<file path="config.mk">
export PLATFORM = sky130hd
export DESIGN_NAME = button_conditioner
export DESIGN_NICKNAME = d
export VERILOG_FILES = /design/src/rtl/button_conditioner.sv
export SDC_FILE = /design/constraint.sdc
export NUM_CORES = 1
export LEC_CHECK = 0
export BUFFER_PORTS_ARGS = -buffer_cell sky130_fd_sc_hd__buf_2
export CAP_MARGIN = 20
export CORE_ASPECT_RATIO = 1.2
export CORE_MARGIN = 5
export CORE_UTILIZATION = 45
export DETAILED_ROUTE_END_ITERATION = 12
export SETUP_SLACK_MARGIN = 0.2
export SLEW_MARGIN = 20
export SYNTH_ARGS = -nofsm -noshare
export SYNTH_HDL_FRONTEND = slang
export SYNTH_SLANG_ARGS = --single-unit
export TNS_END_PERCENT = 5
</file>
<file path="constraint.sdc">
create_clock -name pixel_clk -period 4.46 [get_ports pixel_clk]
set_input_delay 0.223 -clock pixel_clk [delete_from_list [all_inputs] [get_ports pixel_clk]]
set_output_delay 0.223 -clock pixel_clk [all_outputs]
set_load 0.02 [all_outputs]
</file>
<file path="src/rtl/button_conditioner.sv">
// Five-channel push-button front end: two-flop synchroniser, per-channel
// stability counter, registered debounced level and single-cycle press pulse.
module button_conditioner #(
  parameter int DEBOUNCE_CYCLES = 360000,
  parameter int CNT_W           = $clog2(DEBOUNCE_CYCLES + 1)
) (
  input  logic       pixel_clk,
  input  logic       rst_n,
  input  logic [4:0] btn_raw,
  output logic [4:0] btn_level,
  output logic [4:0] btn_press
);

  localparam int N_BTN = 5;
  localparam logic [CNT_W-1:0] CNT_LAST = CNT_W'(DEBOUNCE_CYCLES - 1);

  typedef enum logic {
    IDLE    = 1'b0,
    QUALIFY = 1'b1
  } chan_state_t;

  logic [N_BTN-1:0]            sync1;
  logic [N_BTN-1:0]            sync2;
  logic [N_BTN-1:0]            stable;
  logic [N_BTN-1:0]            press;
  logic [N_BTN-1:0][CNT_W-1:0] cnt;

  logic [N_BTN-1:0]            stable_nxt;
  logic [N_BTN-1:0]            press_nxt;
  logic [N_BTN-1:0][CNT_W-1:0] cnt_nxt;
  logic [N_BTN-1:0]            accept;
  chan_state_t                 state [N_BTN];

  // Counter only ever counts up while qualifying; any return to agreement
  // discards the partial count, so it can never pass CNT_LAST or wrap.
  function automatic logic [CNT_W-1:0] cnt_advance(
    input logic [CNT_W-1:0] c,
    input logic             qualifying,
    input logic             done
  );
    if (qualifying && !done) begin
      return c + CNT_W'(1);
    end
    return '0;
  endfunction

  always_ff @(posedge pixel_clk or negedge rst_n) begin
    if (!rst_n) begin
      sync1  <= '0;
      sync2  <= '0;
      stable <= '0;
      cnt    <= '0;
      press  <= '0;
    end else begin
      sync1  <= btn_raw;
      sync2  <= sync1;
      stable <= stable_nxt;
      cnt    <= cnt_nxt;
      press  <= press_nxt;
    end
  end

  // Channel state is implied by whether the synchronised input disagrees
  // with the accepted level; no separate encoding is stored.
  always_comb begin
    stable_nxt = stable;
    cnt_nxt    = '0;
    accept     = '0;
    for (int i = 0; i < N_BTN; i++) begin
      state[i]      = (sync2[i] != stable[i]) ? QUALIFY : IDLE;
      accept[i]     = (state[i] == QUALIFY) && (cnt[i] == CNT_LAST);
      stable_nxt[i] = accept[i] ? sync2[i] : stable[i];
      cnt_nxt[i]    = cnt_advance(cnt[i], state[i] == QUALIFY, accept[i]);
    end
  end

  // Pulse only when the accepted transition is towards pressed.
  always_comb begin
    press_nxt = '0;
    for (int i = 0; i < N_BTN; i++) begin
      press_nxt[i] = accept[i] & sync2[i];
    end
  end

  assign btn_level = stable;
  assign btn_press = press;

endmodule
</file>
# Yosys cells after proc, flatten, opt, wreduce, memory -nomap -nowiden
# Cells that the tools add are included.
[op_classes]
n_addsub = 5
eq_ne = 10
n_mux = 20
bitwise_logic = 5
n_reduce_logical = 15
[op_table]
columns = ["op", "n"]
rows = [
  ["$mux 19", 10],
  ["$add 19x1->19 const B", 5],
  ["$eq 19x19->1 const B", 5],
  ["$logic_and 1x1->1", 10],
  ["$mux 1", 10],
  ["$and 1x1->1", 5],
  ["$logic_not 1->1", 5],
  ["$ne 1x1->1", 5],
]
[totals]
out_inout_bits = 10
in_bits = 7
register_bits = 115
wordCells = 68

# Longest topological paths before layout
[logic_depth]
depth_word = 7
mapped_depth = 7
mapped_depth_nobuf = 5

# Worst setup path after synthesis
# No wires, ideal clock.
[synth_path]
path_kind = "register to register"
from = "register cnt[26] in the netlist's numbering"
to = "register stable[1], in the netlist btn_level[1]"
arrival_ns = 1.691
path_stages_with_launch = 5
setup_slack_ns = 2.644
n_path_buf = 0
period_less_slack_ns = 1.816
path_cell_list = "dfrtp_1 -> nor4bb_1 -> nand3_1 -> or4_4 -> mux2_4"
[synth_via]
elab_chain_cells = 2
[synth_rtl]
columns = ["element", "line_no", "rtl"]
rows = [
  ["start, declared", "26", "logic [N_BTN-1:0][CNT_W-1:0] cnt;"],
  ["start signal, assigned", "58", "cnt <= cnt_nxt;"],
  ["$eq 19x19->1", "71", "accept[i] = (state[i] == QUALIFY) && (cnt[i] == CNT_LAST);"],
  ["$logic_and 1x1->1", "71", ""],
  ["end signal, assigned", "57", "stable <= stable_nxt;"],
  ["end, declared", "24", "logic [N_BTN-1:0] stable;"],
]
# Every way passes these cells.
# A chain may end at the register's enable or synchronous reset.

==> impl_metrics.env <==
export IMPL_num_vias=3922
export IMPL_antenna_found_initial=0
export IMPL_worst_clock_skew_ns=0.00646
export IMPL_layout_setup_ws_ns=2.28
export IMPL_fin_nets=570
export IMPL_drt_initial_drc_count=241
export IMPL_multiInputGateArea_um2=2470
export IMPL_remaining_drc_errors=0
export IMPL_cts_tree="yes"
export IMPL_cp_startpoint="cnt[38]$_DFF_PN0_"
export IMPL_fin_crit_ns=2.18
export IMPL_power_per_cell_area_nw_per_um2=391
export IMPL_total_power_mw=2.47
export IMPL_tns_ns=0
export IMPL_yosysSeqAreaShare=0.530
export IMPL_yosysTopAreaCell="dfrtp_1"
export IMPL_grt_pass1_wl_mm=18.7
export IMPL_hold_buffers=6
export IMPL_viasPerCell=5.37
export IMPL_cp_start_kind="flip-flop"
export IMPL_dpl_instance_area_um2=5690
export IMPL_min_from="sync1[2]$_DFF_PN0_"
export IMPL_final_common_cell="dfrtp_1"
export IMPL_cts_resized=0
export IMPL_setup_viol_count_final=0
export IMPL_routed_wl_mm=10.4
export IMPL_cts_buffers=17
export IMPL_place_gp_congestion=0.839
export IMPL_diodes=0
export IMPL_regArea_um2=2880
export IMPL_insertion_delay_ns=0.41
export IMPL_fill_cells=1097
export IMPL_cp_required_ns=4.72
export IMPL_vdd_ir_drop_max_uv=253
export IMPL_wl_per_cell_um=14.3
export IMPL_pre_cts_slack_ns=2.24
export IMPL_yosys_warnings=0
export IMPL_ys_flop_type="dfrtp_1"
export IMPL_worst_pin_slew_ns=0.910
export IMPL_post_cts_setup_buffer_count=0
export IMPL_netlist_top_cells_area="dfrtp_1, xnor2_1, nor2_1"
export IMPL_reg2reg_from="cnt[38]$_DFF_PN0_"
export IMPL_h_tree_depth=4
export IMPL_grt_max_degree=66
export IMPL_ios=17
export IMPL_final_cell_mix="dfrtp_1, nor2_1, xnor2_1"
export IMPL_ant_nets=0
export IMPL_coreArea_um2=11900
export IMPL_start_util=0.455
export IMPL_critPathMaxFanout=19
export IMPL_syn_inst=523
export IMPL_slew_viol_final=0
export IMPL_maxClockFrequency_ghz=0.459
export IMPL_first_pass_iters=4
export IMPL_finalInstanceArea_um2=6320
export IMPL_synth_top_area_share=0.530
export IMPL_globalRouteOverflowTotal=0
export IMPL_syn_avg_cell_area_um2=10.4
export IMPL_synth_edf_count=0
export IMPL_cts_sinks=115
export IMPL_die_area_um2=14400
export IMPL_maxCapViolCount=0
export IMPL_syn_to_final_growth_pct=16.5
export IMPL_hp_class="reg2reg"
export IMPL_end_kind="flip-flop"
export IMPL_rows=44
export IMPL_regToRegSetupSlack_ns=2.28
export IMPL_die_x_um=110
export IMPL_slew_headroom=0.391
export IMPL_first_global_vias=4017
export IMPL_fin_crit_sh=0.489
export IMPL_rsz0062_at_grt="no"
export IMPL_root_buffer="clkbuf_16"
export IMPL_die_height_um=130
export IMPL_clk_pin_slew_ns=0.06
export IMPL_outcome="finished clean"
export IMPL_ys_ff_latch=115
export IMPL_hpwl_mm=6.90
export IMPL_path_class="reg2reg"
export IMPL_ys_types=41
export IMPL_port_buffers=16
export IMPL_timing_hold_ws_ns=0.345
export IMPL_p_leak_nw=2.60
export IMPL_synth_area_um2=5430
export IMPL_synth_nets=535
export IMPL_clk_path_buf_depth=2
export IMPL_drive_gt1_frac=0.105
export IMPL_synthArstFlopShare=1.00
export IMPL_grt_use_total=0.166
export IMPL_crit_arrival_ns=2.44
export IMPL_final_hold_viol_count=0
[where the power goes]
part / internal [mW] / leakage, nW / total, mW / switching (mW)
clock: 0.867 / 0.275 / 1.33 / 0.464
sequential: 1.06 / 1.57 / 1.08 / 0.0147
combinational: 0.0209 / 0.749 / 0.0667 / 0.0458
[synthesized netlist by cell type, drive strengths merged, types with 4 or more instances]
library cell,instances
nor3,21
xor2,21
dfrtp,115
nor2,91
ha,5
nand2,27
a21oi,14
or4,4
inv,14
nor3b,4
and4,5
buf,5
xnor2,53
o41ai,7
nor4,21
mux2,5
nand4,26
o21ai,6
nand3,33
and3,9
or3,9
or3b,5
[routing by layer]
layer	track usage	routed length, um
met5	0	0
met4	0.0870	285
met3	0.0435	314
met1	0.205	4760
met2	0.267	5080
[state kept, by name, summed over array words and instances (netlist names)]
| register | flops |
|---|---|
| btn_press | 5 |
| btn_level | 5 |
| sync2 | 5 |
| cnt | 95 |
| sync1 | 5 |
[worst max-delay path: stages (launching register included)]
cell     delay, ns
dfrtp_1       0.40
ha_1          0.22
nand4_1       0.27
or2_1         0.35
o21ai_2       0.65
nor2_1        0.13
[cell families (layout without fill, tap and decap cells)]
logic type	after synthesis	count (layout)	synth area share
compound gates	34	34	0.0514
simple gates	266	266	0.256
flops	115	115	0.530
mux	8	8	0.0166
xor+xnor	74	74	0.119
fa+ha+maj	5	5	0.0115
buf+inv	21	68	0.0157
[final cells by class]
type / count / share of cell area
Clock inverter: 11 / 0.0218
Clock buffer: 20 / 0.0691
Timing Repair Buffer: 23 / 0.0237
Tap cell: 161 / 0.0319
Multi-Input combinational cell: 387 / 0.390
Inverter: 14 / 0.00831
Sequential cell: 115 / 0.455
[worst paths after layout]
| check | endpoint | cells past startpoint |
|---|---|---|
| setup / recovery | cnt[52]$_DFF_PN0_ | 5 |
| hold / removal | sync2[2]$_DFF_PN0_ | 0 |
| setup reg to reg | cnt[52]$_DFF_PN0_ | 5 |
| hold reg to reg | sync2[2]$_DFF_PN0_ | 0 |
| max in group asynchronous | cnt[6]$_DFF_PN0_ | 3 |
| min in group asynchronous | cnt[88]$_DFF_PN0_ | 2 |
[through the flow]
| stage | std cells | util |
|---|---|---|
| finish | 731 | 0.529 |
| global route | 731 | 0.529 |
| CTS | 731 | 0.529 |
| detailed placement | 694 | 0.476 |
| global placement | 694 | 0.476 |
| floorplan | 523 | - |
Note: power is estimated with default switching activity, not from simulation.
